===== src/rtl/bcd_pkg.sv =====
// Shared BCD digit type, limits and validity check for the cascade counter.
// Pure definitions: no latency, no backpressure.
package bcd_pkg;

  localparam logic [3:0] BCD_MAX = 4'd9;
  localparam logic [3:0] BCD_MIN = 4'd0;

  typedef logic [3:0] bcd_digit_t;

  function automatic logic bcd_digit_valid(input bcd_digit_t d);
    return d <= BCD_MAX;
  endfunction

endpackage


===== src/rtl/bcd_cascade_counter_if.sv =====
// Control/status bundle of the BCD cascade counter; the master drives requests.
// Plain wires: no latency, no backpressure.
interface bcd_cascade_counter_if #(
  parameter int DIGITS = 4
);

  logic                  clr;
  logic                  load;
  logic [4*DIGITS-1:0]   load_val;
  logic                  en;
  logic                  up;
  logic [4*DIGITS-1:0]   q;
  logic                  tc;
  logic                  wrap;
  logic                  load_err;

  modport master (
    output clr, load, load_val, en, up,
    input  q, tc, wrap, load_err
  );

  modport slave (
    input  clr, load, load_val, en, up,
    output q, tc, wrap, load_err
  );

endinterface


===== src/rtl/bcd_digit.sv =====
// One BCD digit cell; q updates one clk after clr/load/inc/dec, carry/borrow are combinational.
// No backpressure: inc/dec arrive pre-gated by the owner, clr > load > inc/dec.
module bcd_digit
  import bcd_pkg::*;
(
  input  logic       clk,
  input  logic       rst,
  input  logic       inc,
  input  logic       dec,
  input  logic       clr,
  input  logic       load,
  input  bcd_digit_t ld_digit,
  output bcd_digit_t digit,
  output logic       carry_out,
  output logic       borrow_out
);

  bcd_digit_t digit_q;
  bcd_digit_t digit_d;

  always_comb begin
    digit_d = digit_q;
    if (clr) begin
      digit_d = BCD_MIN;
    end else if (load) begin
      digit_d = ld_digit;
    end else if (inc) begin
      digit_d = (digit_q == BCD_MAX) ? BCD_MIN : digit_q + 4'd1;
    end else if (dec) begin
      digit_d = (digit_q == BCD_MIN) ? BCD_MAX : digit_q - 4'd1;
    end
  end

  always_ff @(posedge clk or posedge rst) begin
    if (rst) begin
      digit_q <= BCD_MIN;
    end else begin
      digit_q <= digit_d;
    end
  end

  assign digit      = digit_q;
  assign carry_out  = inc & (digit_q == BCD_MAX);
  assign borrow_out = dec & (digit_q == BCD_MIN);

endmodule


===== src/rtl/bcd_cascade_counter.sv =====
// DIGITS-wide BCD up/down counter with validated load, combinational tc, registered wrap/load_err.
// Latency 1 clk to q; no backpressure, tc feeds the en of a following stage.
module bcd_cascade_counter
  import bcd_pkg::*;
#(
  parameter int DIGITS = 4
) (
  input  logic                   clk,
  input  logic                   rst,
  bcd_cascade_counter_if.slave   bus
);

  logic [DIGITS-1:0]   inc;
  logic [DIGITS-1:0]   dec;
  logic [DIGITS-1:0]   carry;
  logic [DIGITS-1:0]   borrow;
  logic [4*DIGITS-1:0] q_vec;

  logic ld_ok;
  logic all_max;
  logic all_min;
  logic count_en;
  logic ld_digits;

  logic wrap_q, wrap_d;
  logic load_err_q, load_err_d;

  always_comb begin
    ld_ok   = 1'b1;
    all_max = 1'b1;
    all_min = 1'b1;
    for (int i = 0; i < DIGITS; i++) begin
      ld_ok   = ld_ok   & bcd_digit_valid(bus.load_val[4*i +: 4]);
      all_max = all_max & (q_vec[4*i +: 4] == BCD_MAX);
      all_min = all_min & (q_vec[4*i +: 4] == BCD_MIN);
    end
  end

  assign count_en  = bus.en & ~bus.clr & ~bus.load;
  // A word with any non-decimal digit is rejected as a whole.
  assign ld_digits = bus.load & ~bus.clr & ld_ok;

  genvar g;
  generate
    for (g = 0; g < DIGITS; g++) begin : gen_digit
      if (g == 0) begin : gen_lsd
        assign inc[g] = count_en & bus.up;
        assign dec[g] = count_en & ~bus.up;
      end else begin : gen_upper
        assign inc[g] = carry[g-1];
        assign dec[g] = borrow[g-1];
      end

      bcd_digit u_digit (
        .clk        (clk),
        .rst        (rst),
        .inc        (inc[g]),
        .dec        (dec[g]),
        .clr        (bus.clr),
        .load       (ld_digits),
        .ld_digit   (bus.load_val[4*g +: 4]),
        .digit      (q_vec[4*g +: 4]),
        .carry_out  (carry[g]),
        .borrow_out (borrow[g])
      );
    end
  endgenerate

  // Carry/borrow out of the top digit only happens on an all-9s/all-0s wrap.
  always_comb begin
    wrap_d     = carry[DIGITS-1] | borrow[DIGITS-1];
    load_err_d = bus.load & ~bus.clr & ~ld_ok;
  end

  always_ff @(posedge clk or posedge rst) begin
    if (rst) begin
      wrap_q     <= 1'b0;
      load_err_q <= 1'b0;
    end else begin
      wrap_q     <= wrap_d;
      load_err_q <= load_err_d;
    end
  end

  assign bus.q        = q_vec;
  assign bus.tc       = count_en & (bus.up ? all_max : all_min);
  assign bus.wrap     = wrap_q;
  assign bus.load_err = load_err_q;

endmodule


===== src/flat_wrapper.sv =====
// flat-port wrapper written by rule: the top's interface ports become plain ports
module bcd_cascade_counter_flat import bcd_pkg::*;
#(
  parameter int DIGITS = 4
)
  (clk, rst, bus_clr, bus_load, bus_load_val, bus_en, bus_up, bus_q, bus_tc, bus_wrap, bus_load_err);
  bcd_cascade_counter_if #(.DIGITS(DIGITS)) bus_i ();
  input  logic clk;
  input  logic rst;
  input wire logic [$bits(bus_i.clr)-1:0] bus_clr;
  input wire logic [$bits(bus_i.load)-1:0] bus_load;
  input wire logic [$bits(bus_i.load_val)-1:0] bus_load_val;
  input wire logic [$bits(bus_i.en)-1:0] bus_en;
  input wire logic [$bits(bus_i.up)-1:0] bus_up;
  output wire logic [$bits(bus_i.q)-1:0] bus_q;
  output wire logic [$bits(bus_i.tc)-1:0] bus_tc;
  output wire logic [$bits(bus_i.wrap)-1:0] bus_wrap;
  output wire logic [$bits(bus_i.load_err)-1:0] bus_load_err;
  assign bus_i.clr = bus_clr;
  assign bus_i.load = bus_load;
  assign bus_i.load_val = bus_load_val;
  assign bus_i.en = bus_en;
  assign bus_i.up = bus_up;
  assign bus_q = bus_i.q;
  assign bus_tc = bus_i.tc;
  assign bus_wrap = bus_i.wrap;
  assign bus_load_err = bus_i.load_err;
  bcd_cascade_counter #(.DIGITS(DIGITS)) u_core (.clk(clk), .rst(rst), .bus(bus_i));
endmodule

===== config.mk =====
export PLATFORM = sky130hd
export DESIGN_NAME = bcd_cascade_counter_flat
export DESIGN_NICKNAME = d
export VERILOG_FILES = /design/src/rtl/bcd_pkg.sv /design/src/rtl/bcd_cascade_counter_if.sv /design/src/rtl/bcd_digit.sv /design/src/rtl/bcd_cascade_counter.sv /design/src/flat_wrapper.sv
export SDC_FILE = /design/constraint.sdc
export NUM_CORES = 1
export LEC_CHECK = 0
export ABC_CLOCK_PERIOD_IN_PS = 2550
export BUFFER_PORTS_ARGS = -buffer_cell sky130_fd_sc_hd__buf_4
export CORE_UTILIZATION = 25
export DETAILED_ROUTE_END_ITERATION = 6
export HOLD_SLACK_MARGIN = 0.08
export PLACE_DENSITY_LB_ADDON = 0.1
export REMOVE_ABC_BUFFERS = 1
export SLEW_MARGIN = 20
export SYNTH_ARGS = -nofsm -noshare
export SYNTH_HDL_FRONTEND = slang
export SYNTH_SLANG_ARGS = --single-unit

===== constraint.sdc =====
create_clock -name clk -period 2.55 [get_ports clk]
set_clock_uncertainty 0.05 [all_clocks]
set_input_delay 0.255 -clock clk [delete_from_list [all_inputs] [get_ports clk]]
set_output_delay 0.255 -clock clk [all_outputs]
set_load 0.03 [all_outputs]

==> flow_summary.toml, run 1 <==
[pwr]
power.share.sequential = 0.384
peakVddDrop_mv = 0.156
comb_power_share = 0.330
power.share.clock = 0.286
powerDensity_nw_per_um2 = 389
p_sw_w = 0.000315
p_leak_nw = 1.03
power.internal_w = 0.000566
sw_frac_of_total = 0.358

[finish]
drive_gt1_frac = 0.259
fin_area_sq_um = 2270
area_delta_synth_final_pct = 24.0
final_nets = 286
diodes = 0

[clock_tree]
cts_buffers = 3
cts_root_buf = "clkbuf_8"
clk_pin_slew_ps = 80
clockBufferDepth = 2
h-tree-depth = 1
clk_latency_ps = 260
cts_setup_buffers = 0
postCtsHoldBufs = 0
cts_resized = 0
cts_tree = "done"
cts_sinks = 18

[floorplan]
die_h_um = 87.5
coreArea_sq_um = 6940
start_util = 0.263
die_area_sq_um = 7650
die_w_um = 87.5
placementRows = 30
io_pins = 41

[critical_path]
critPathMaxStageDelay_ps = 470
start_kind = "register"
slowest_stage = "dfrtp_1"
r2r_setup_slack_ps = 350
path_delay_family = "simple AND/OR/NAND/NOR gates"
required_ps = 2250
worst-path-buf-inv = 2
arrival_ps = 2060
crit_path_end_kind = "output port"
crit_chain = "inv_1, ha_1, nor3b_2, nand4_4, o22ai_1, buf_4"
criticalPathCategory = "register to output port"
path_max_fanout = 7

[global_route]
grt_pass1_wl_mm = 8.75
grt_overflow = 0
grt_max_degree = 20
antenna_found_initial = 0
grt_use_total = 0.149
grt_pass1_vias = 1716

[routing]
finalWirelength_mm = 5.33
avgRoutedWirePerCell_um = 15.3
vias = 1751
drc_errors = 0
antenna_left = 0
firstDrtPassIters = 4
vias_per_cell = 5.05
drt_iter0_drc = 60

[placed_design]
dp.final_hpwl_mm = 4.09
placed_area_sq_um = 2210
port_buffers = 40
gp_congestion = 0.815

[timing]
slew_violations = 0
min_period_ps = 2370
hold_viol = 0
relSlewSlack = 0.461
fin_setup_tns_ps = 0
rsz0062_at_grt = "false"
fin_crit_sh = 0.929
worst_slew_pin_slew_ps = 807
max_freq_ghz = 0.422
setup_violations = 0

[hold_path]
hold_class = "input pin to asynchronous set/reset pin"

[logic_synthesis]
synth_top_cell_by_area = "dfrtp_1"
ys_types = 60
synth-seq-cells = 18
synth.top_cells.by_area = "dfrtp_1 25%, ha_1 8.2%, nand2_1 5.1%"
avgSynthCellArea_sq_um = 8.54
yosys.area.top_type_share = 0.247
synth_edf_count = 0
ys_seq_area_frac = 0.247
synth-main-ff-cell = "dfrtp_1"
syn_area_sq_um = 1830
synth_cells = 214
ys_warn_count = 0
async_flop_share = 1.00

[run_status]
status = "completed"

[flow_run]
max_cap_viol_count = 0
[Yosys cell counts (3+ instances only)]
cell and count:
dfrtp_1 18, a21oi_1 13, o21bai_1 3, and3_1 4, and3b_1 3, ha_1 12, nand4_1 3, mux2i_1 3
nor3_1 4, o221a_2 3, nor2_1 11, nand2_1 25, a31oi_1 3, buf_2 4, nand3_1 7, nand2b_1 3
a211oi_1 4, o21ai_0 15, o211ai_1 3, inv_1 16, a311oi_1 4, o221ai_1 3
[layout make-up]
type                    instances  area [sq um]
flip-flops and latches         18           450
well taps                      96           120
inverters                      16          60.1
multi-input cells             172          1270
clock buffers                   4          55.1
fillers                       744          4680
repair buffers                 41           308
[sequential cells by signal, indices dropped and copies added (netlist names)]
| name | cells |
|---|---|
| u_core.bus.load_err | 1 |
| u_core.gen_digit.u_digit.digit | 16 |
| u_core.bus.wrap | 1 |
[power by group through the flow]
stage	sequential (W)	clock [W]	combinational (W)
after global routing	0.000344	0.000269	0.000322
after global placement	0.000344	0	0.000298
after CTS	0.000339	0.000260	0.000292
after floorplan	0.000370	0	0.000154
after detailed placement	0.000344	0	0.000291
final	0.000338	0.000252	0.000291
[placed cells by master (no fill, tap or decap), types with 3 or more instances in the layout]
master,n
o21bai_1,3
o221a_2,3
o211ai_1,3
ha_1,12
dfrtp_1,18
nand3_1,7
nor2_1,11
nand4_1,3
a21oi_1,13
nand2b_1,3
and3_1,4
a311oi_1,4
o221ai_1,3
mux2i_1,3
clkbuf_8,4
a31oi_1,3
nand2_1,25
buf_4,41
inv_1,16
o21ai_0,15
a211oi_1,4
and3b_1,3
nor3_1,4
[final timing paths]
kind                                                      startpoint                              endpoint  cells past startpoint
worst max-delay path            u_core.gen_digit[2].u_digit.digit[0]                                bus_tc                      6
worst min-delay path                                             rst  u_core.gen_digit[3].u_digit.digit[3]                      2
worst max register to register  u_core.gen_digit[2].u_digit.digit[0]  u_core.gen_digit[3].u_digit.digit[0]                      7
worst min register to register  u_core.gen_digit[3].u_digit.digit[3]  u_core.gen_digit[3].u_digit.digit[3]                      2
max in group asynchronous                                        rst  u_core.gen_digit[1].u_digit.digit[1]                      2
min in group clk                                    bus_load_val[12]  u_core.gen_digit[3].u_digit.digit[0]                      3
[routing by layer]
layer / global-route usage / vias to the layer above / wire length (um)
li1: - / 875 / -
met1: 0.212 / 836 / 2700
met2: 0.241 / 38 / 2460
met3: 0.0161 / 2 / 134
met4: 0.0358 / 0 / 32
met5: 0 / - / 0
[stage by stage]
stage / power (W) / utilization / hold WS (ps) / setup slack [ps] / std cells
final: 0.000881 / 0.326 / 91.4 / 180 / 347
after global routing: 0.000934 / 0.326 / 140 / 50.7 / 347
after CTS: 0.000892 / 0.326 / 118 / 168 / 347
after detailed placement: 0.000635 / 0.318 / 414 / 366 / 343
after global placement: 0.000642 / 0.318 / 418 / 322 / 343
after floorplan: 0.000524 / - / 144 / 371 / 206
[cell families (layout without fill, tap and decap cells)]
| kind of cell | Yosys count | in the layout | share of synthesized area |
|---|---|---|---|
| flip-flops | 18 | 18 | 0.247 |
| multiplexers | 4 | 4 | 0.0226 |
| AND/OR/NAND/NOR | 83 | 83 | 0.308 |
| buffers and inverters | 24 | 61 | 0.0568 |
| AO/OA/AOI/OAI | 69 | 69 | 0.264 |
| XOR/XNOR | 4 | 4 | 0.0192 |
| adder cells (fa/ha/maj) | 12 | 12 | 0.0822 |
Power figures use the tool's default switching activity.
==> run 2, diff against run 1 <==
--- a/config.mk
+++ b/config.mk
@@ -5,7 +5,7 @@
 export SDC_FILE = /design/constraint.sdc
 export NUM_CORES = 1
 export LEC_CHECK = 0
-export ABC_CLOCK_PERIOD_IN_PS = 2550
+export ABC_CLOCK_PERIOD_IN_PS = 1900
 export BUFFER_PORTS_ARGS = -buffer_cell sky130_fd_sc_hd__buf_4
 export CORE_UTILIZATION = 25
 export DETAILED_ROUTE_END_ITERATION = 6
==> constraint.sdc (replaced) <==
create_clock -name clk -period 1.9 [get_ports clk]
set_clock_uncertainty 0.05 [all_clocks]
set_input_delay 0.475 -clock clk [delete_from_list [all_inputs] [get_ports clk]]
set_output_delay 0.475 -clock clk [all_outputs]
set_load 0.03 [all_outputs]
==> run 2 against run 1 <==
Effect of this change:
- the run now ends with setup timing left
- non-clock buffer count rose by 79
- cell count rose by 23%
- worst hold slack improved by 99 ps
- flip-flop and latch count did not move
- combinational power rose by 120%
- sequential share of layout area fell by 5.1 points
- core utilization rose by 11 points
- register-to-register slack got worse by 480 ps
- critical path depth did not move
- sequential power rose by 27%
- highest routed layer unchanged
==> flow_summary.toml, run 2 (synthesis results as in run 1) <==
[finish]
final_cell_mix = "111 x buf_4, 24 x nand2_1, 18 x dfrtp_1"
diodes = 0
area_delta_synth_final_pct = 66.6
final_nets = 365
final_common_cell = "buf_4"
largest_register_ffs = 16
fin_area_sq_um = 3040
nFillCells = 726
drive_gt1_frac = 0.521

[hold_path]
hold_class = "input pin to asynchronous set/reset pin"

[global_route]
grt_pass1_vias = 1973
grt_overflow = 0
antenna_found_initial = 0
grt_use_total = 0.163
grt_pass1_wl_mm = 9.69
grt_max_degree = 19

[placed_design]
port_buffers = 40
placed_area_sq_um = 2730
gp_congestion = 0.841
place_ws_ps = -344
dp.final_hpwl_mm = 4.75

[timing]
max_freq_ghz = 0.459
slew_violations = 0
relSlewSlack = 0.694
min_period_ps = 2180
setup_slack_ps = -277
rsz0062_at_grt = "true"
hold_viol = 0
worst_slew_pin_slew_ps = 459
fin_crit_sh = 1.15
setup_violations = 12

[routing]
firstDrtPassIters = 4
vias_per_cell = 4.80
antenna_left = 0
drt_iter0_drc = 40
finalWirelength_mm = 6.04
drc_errors = 0
avgRoutedWirePerCell_um = 14.2
vias = 2043

[clock_tree]
h-tree-depth = 1
cts_buffers = 3
cts_tree = "done"
clockBufferDepth = 2
clk_latency_ps = 250
cts_root_buf = "clkbuf_8"
clk_pin_slew_ps = 80
cts_sinks = 18

[critical_path]
crit_chain = "inv_2, ha_4, nor4b_4, nand4_4, o22ai_2, buf_6"
path_max_fanout = 2
r2r_start = "u_core.gen_digit[1].u_digit.digit[0]"
crit_path_end_kind = "output port"
arrival_ps = 1650
start_kind = "register"
rr_worst_depth = 9
required_ps = 1370
slowest_stage = "dfrtp_1"
criticalPathCategory = "register to output port"
critical_path.startpoint = "u_core.gen_digit[1].u_digit.digit[0]"
critPathMaxStageDelay_ps = 390

[pwr]
peakVddDrop_mv = 0.233
p_leak_nw = 1.47
powerDensity_nw_per_um2 = 458

[floorplan]
placementRows = 30
io_pins = 41
coreArea_sq_um = 6940
die_w_um = 87.5
die_h_um = 87.5
start_util = 0.263
die_area_sq_um = 7650

[run_status]
status = "finished, violations left"
violations = "setup timing"

[flow_run]
max_cap_viol_count = 0
-- run 2: changes by cell type in the layout (fill, tap and decap cells not counted), sizes merged --
cell,change
buf,+79
-- run 2: critical path: cells and delay by family, from the launching register on --
family | cells | cell delay, ps
adders and majority gates | 1 | 130
AOI/OAI and AO/OA | 1 | 180
DFF | 1 | 390
buffers and inverters | 2 | 230
and+or+nand+nor | 2 | 460
-- run 2: final timing paths --
check | to | slack, ps
hold / removal | u_core.gen_digit[2].u_digit.digit[1] | 190
setup / recovery | bus_tc | -280
min in group clk | u_core.gen_digit[3].u_digit.digit[0] | 370
max in group asynchronous | u_core.bus.load_err | 1400
setup reg to reg | u_core.gen_digit[3].u_digit.digit[2] | -130
hold reg to reg | u_core.gen_digit[3].u_digit.digit[3] | 600
-- run 2: layout make-up --
cell class,count,area [sq um],area share
Multi-Input combinational cell,172,1410,0.462
Timing Repair Buffer,120,952,0.313
Sequential cell,18,450,0.148
Tap cell,96,120,0.0395
Inverter,16,60.1,0.0197
Clock buffer,4,55.1,0.0181
-- run 2: through the flow --
stage | hold WS (ps) | std cells | TNS (ps) | total power, W | utilization
floorplan | 364 | 206 | -1490 | 0.000704 | -
global placement | 480 | 409 | -4530 | 0.000973 | 0.393
detailed placement | 482 | 409 | -3960 | 0.000970 | 0.393
CTS | 197 | 420 | -579 | 0.00136 | 0.419
global route | 210 | 426 | -2200 | 0.00148 | 0.438
finish | 191 | 426 | -897 | 0.00140 | 0.438
-- run 2: metal layers --
metal  track usage  wire length (um)
met1         0.222              2940
met2         0.281              2940
met3        0.0114               136
met4        0.0358                33
met5             0                 0
-- run 2: what timing repair did --
action | 4_1_cts | 5_1_grt
setup endpoints to repair | 11 | 14
pin swaps | 12 | 12
setup buffers | 8 | 6
hold buffers | 0 | 0
gates resized for setup | 25 | 26
-- run 2: power by group --
group,leakage [nW],total [W],internal (W),switching [W]
clock network,0.0288,0.000327,0.000184,0.000142
registers,0.245,0.000428,0.000406,0.0000223
logic,1.19,0.000641,0.000337,0.000303
total,1.47,0.00140,0.000927,0.000468
==> run 3, diff against run 2 <==
--- a/config.mk
+++ b/config.mk
@@ -5,7 +5,7 @@
 export SDC_FILE = /design/constraint.sdc
 export NUM_CORES = 1
 export LEC_CHECK = 0
-export ABC_CLOCK_PERIOD_IN_PS = 1900
+export ABC_CLOCK_PERIOD_IN_PS = 2700
 export BUFFER_PORTS_ARGS = -buffer_cell sky130_fd_sc_hd__buf_4
 export CORE_UTILIZATION = 25
 export DETAILED_ROUTE_END_ITERATION = 6
==> constraint.sdc (replaced) <==
create_clock -name clk -period 2.7 [get_ports clk]
set_clock_uncertainty 0.05 [all_clocks]
set_input_delay 0.675 -clock clk [delete_from_list [all_inputs] [get_ports clk]]
set_output_delay 0.675 -clock clk [all_outputs]
set_load 0.03 [all_outputs]
==> run 3 against run 2 <==
Effect of this change:
- setup slack better by 380 ps
- critical path type unchanged
- die area is the same
- sequential power down 26%
- wire length decreased by 8.4%
- combinational power shrank 52%
- cell count fell by 16%
- critical path depth down 1
- clock power decreased by 37%
- largest power group is now sequential cells
- sequential share of layout area is 4.4 points higher
- count of clock-buffer cells in the layout is 1 lower
- worst hold slack better by 200 ps
- non-clock buffer count fell by 66
- the flow now finishes without violations
==> flow_summary.toml, run 3 (synthesis results as in run 1) <==
[run_status]
status = "completed"

[finish]
largest_register_ffs = 16
final_cell_mix = "54 x buf_4, 25 x nand2_1, 16 x inv_1"
drive_gt1_frac = 0.327
final_common_cell = "buf_4"
diodes = 0
fin_util = 0.342
final_nets = 299
final_cells = 359
area_delta_synth_final_pct = 30.1

[pwr]
power.share.sequential = 0.379
powerDensity_nw_per_um2 = 349
sw_frac_of_total = 0.362
p_sw_w = 0.000301
power.share.clock = 0.248
peakVddDrop_mv = 0.137
power.internal_w = 0.000529
p_leak_nw = 1.08
comb_power_share = 0.373

[clock_tree]
cts_buffers = 3
clk_latency_ps = 260
cts_sinks = 18
cts_root_buf = "clkbuf_8"
postCtsHoldBufs = 0
cts_tree = "done"
h-tree-depth = 1
clockBufferDepth = 2
clk_pin_slew_ps = 80

[floorplan]
start_util = 0.263
die_h_um = 87.5
die_w_um = 87.5
die_area_sq_um = 7650
coreArea_sq_um = 6940
placementRows = 30
io_pins = 41

[critical_path]
start_kind = "register"
rr_worst_depth = 8
required_ps = 1980
crit_path_end_kind = "output port"
r2r_start = "u_core.gen_digit[0].u_digit.digit[0]"
arrival_ps = 1870
r2r_end = "u_core.gen_digit[2].u_digit.digit[2]"
path_max_fanout = 6
r2r_setup_slack_ps = 510
criticalPathCategory = "register to output port"

[timing]
fin_setup_tns_ps = 0
min_period_ps = 2600
max_freq_ghz = 0.385
relSlewSlack = 0.741
setup_violations = 0
slew_violations = 0
worst_slew_pin_slew_ps = 389
rsz0062_at_grt = "false"
hold_viol = 0
fin_crit_sh = 0.962

[placed_design]
gp_congestion = 0.763
port_buffers = 40
dp.cells = 353
dp.final_hpwl_mm = 4.26

[routing]
drt_iter0_drc = 65
finalWirelength_mm = 5.54
firstDrtPassIters = 4
antenna_left = 0
avgRoutedWirePerCell_um = 15.4
drc_errors = 0
vias = 1836
vias_per_cell = 5.11

[global_route]
grt_pass1_vias = 1769
grt_use_total = 0.158
grt_max_degree = 20
grt_overflow = 0
antenna_found_initial = 0
grt_pass1_wl_mm = 9.25

[hold_path]
hold_class = "input pin to asynchronous set/reset pin"

[flow_run]
max_cap_viol_count = 0
[run 3: changes by cell type in the layout (fill, tap and decap cells not counted), moves of 4 or more]
cell,before,now
inv_2,5,0
o21ai_0,6,15
dfrtp_1,18,14
buf_4,111,54
buf_6,7,0
o21ai_1,8,0
inv_1,11,16
dfrtp_2,0,4
[run 3: area by class of cell]
cell class                      count  area (sq um)
Fill cell                         748          4570
Multi-Input combinational cell    172          1290
Sequential cell                    18           455
Timing Repair Buffer               54           405
Tap cell                           96           120
Inverter                           16          60.1
Clock buffer                        3          41.3
[run 3: worst max-delay path by stage]
stage	from	to	depth (start not counted)	slack (ps)
floorplan	u_core.gen_digit[3].u_digit.digit[0]	bus_tc	4	100
global placement	bus_clr	bus_tc	5	210
detailed placement	bus_clr	bus_tc	5	200
CTS	u_core.gen_digit[1].u_digit.digit[0]	bus_tc	6	20
global route	u_core.gen_digit[2].u_digit.digit[1]	bus_tc	6	6
finish	u_core.gen_digit[3].u_digit.digit[1]	bus_tc	5	100
[run 3: per-layer routing]
| layer | share of wire | GRT usage |
|---|---|---|
| met5 | 0 | 0 |
| met4 | 0.012 | 0.0432 |
| met3 | 0.041 | 0.0246 |
| met2 | 0.47 | 0.252 |
| met1 | 0.48 | 0.221 |
[run 3: repair_timing]
| item | 4_1_cts | 5_1_grt |
|---|---|---|
| setup buffers | 1 | 2 |
| endpoints found under the setup margin | 1 | 1 |
| gates resized for setup | 1 | 9 |
[run 3: stage by stage]
| step | instance area [sq um] | total power (W) | hold WS [ps] | worst slack (ps) |
|---|---|---|---|---|
| floorplan | 1780 | 0.000495 | 564 | 101 |
| global placement | 2290 | 0.000618 | 634 | 209 |
| detailed placement | 2290 | 0.000614 | 618 | 204 |
| CTS | 2340 | 0.000829 | 398 | 21.4 |
| global route | 2380 | 0.000886 | 424 | 5.76 |
| finish | 2380 | 0.000830 | 393 | 103 |
[run 3: power groups by stage]
stage                     Clock (W)  Sequential, W  Combinational [W]
after floorplan                   0       0.000349           0.000146
after global placement            0       0.000319           0.000299
after detailed placement          0       0.000319           0.000295
after CTS                  0.000214       0.000315           0.000301
after global routing       0.000224       0.000320           0.000342
final                      0.000205       0.000315           0.000310
[run 3: critical path: stages (launching register included)]
cell and delay (ps):
dfrtp_2 440, inv_1 110, ha_2 210, or3b_2 500, o22ai_2 170, buf_4 180
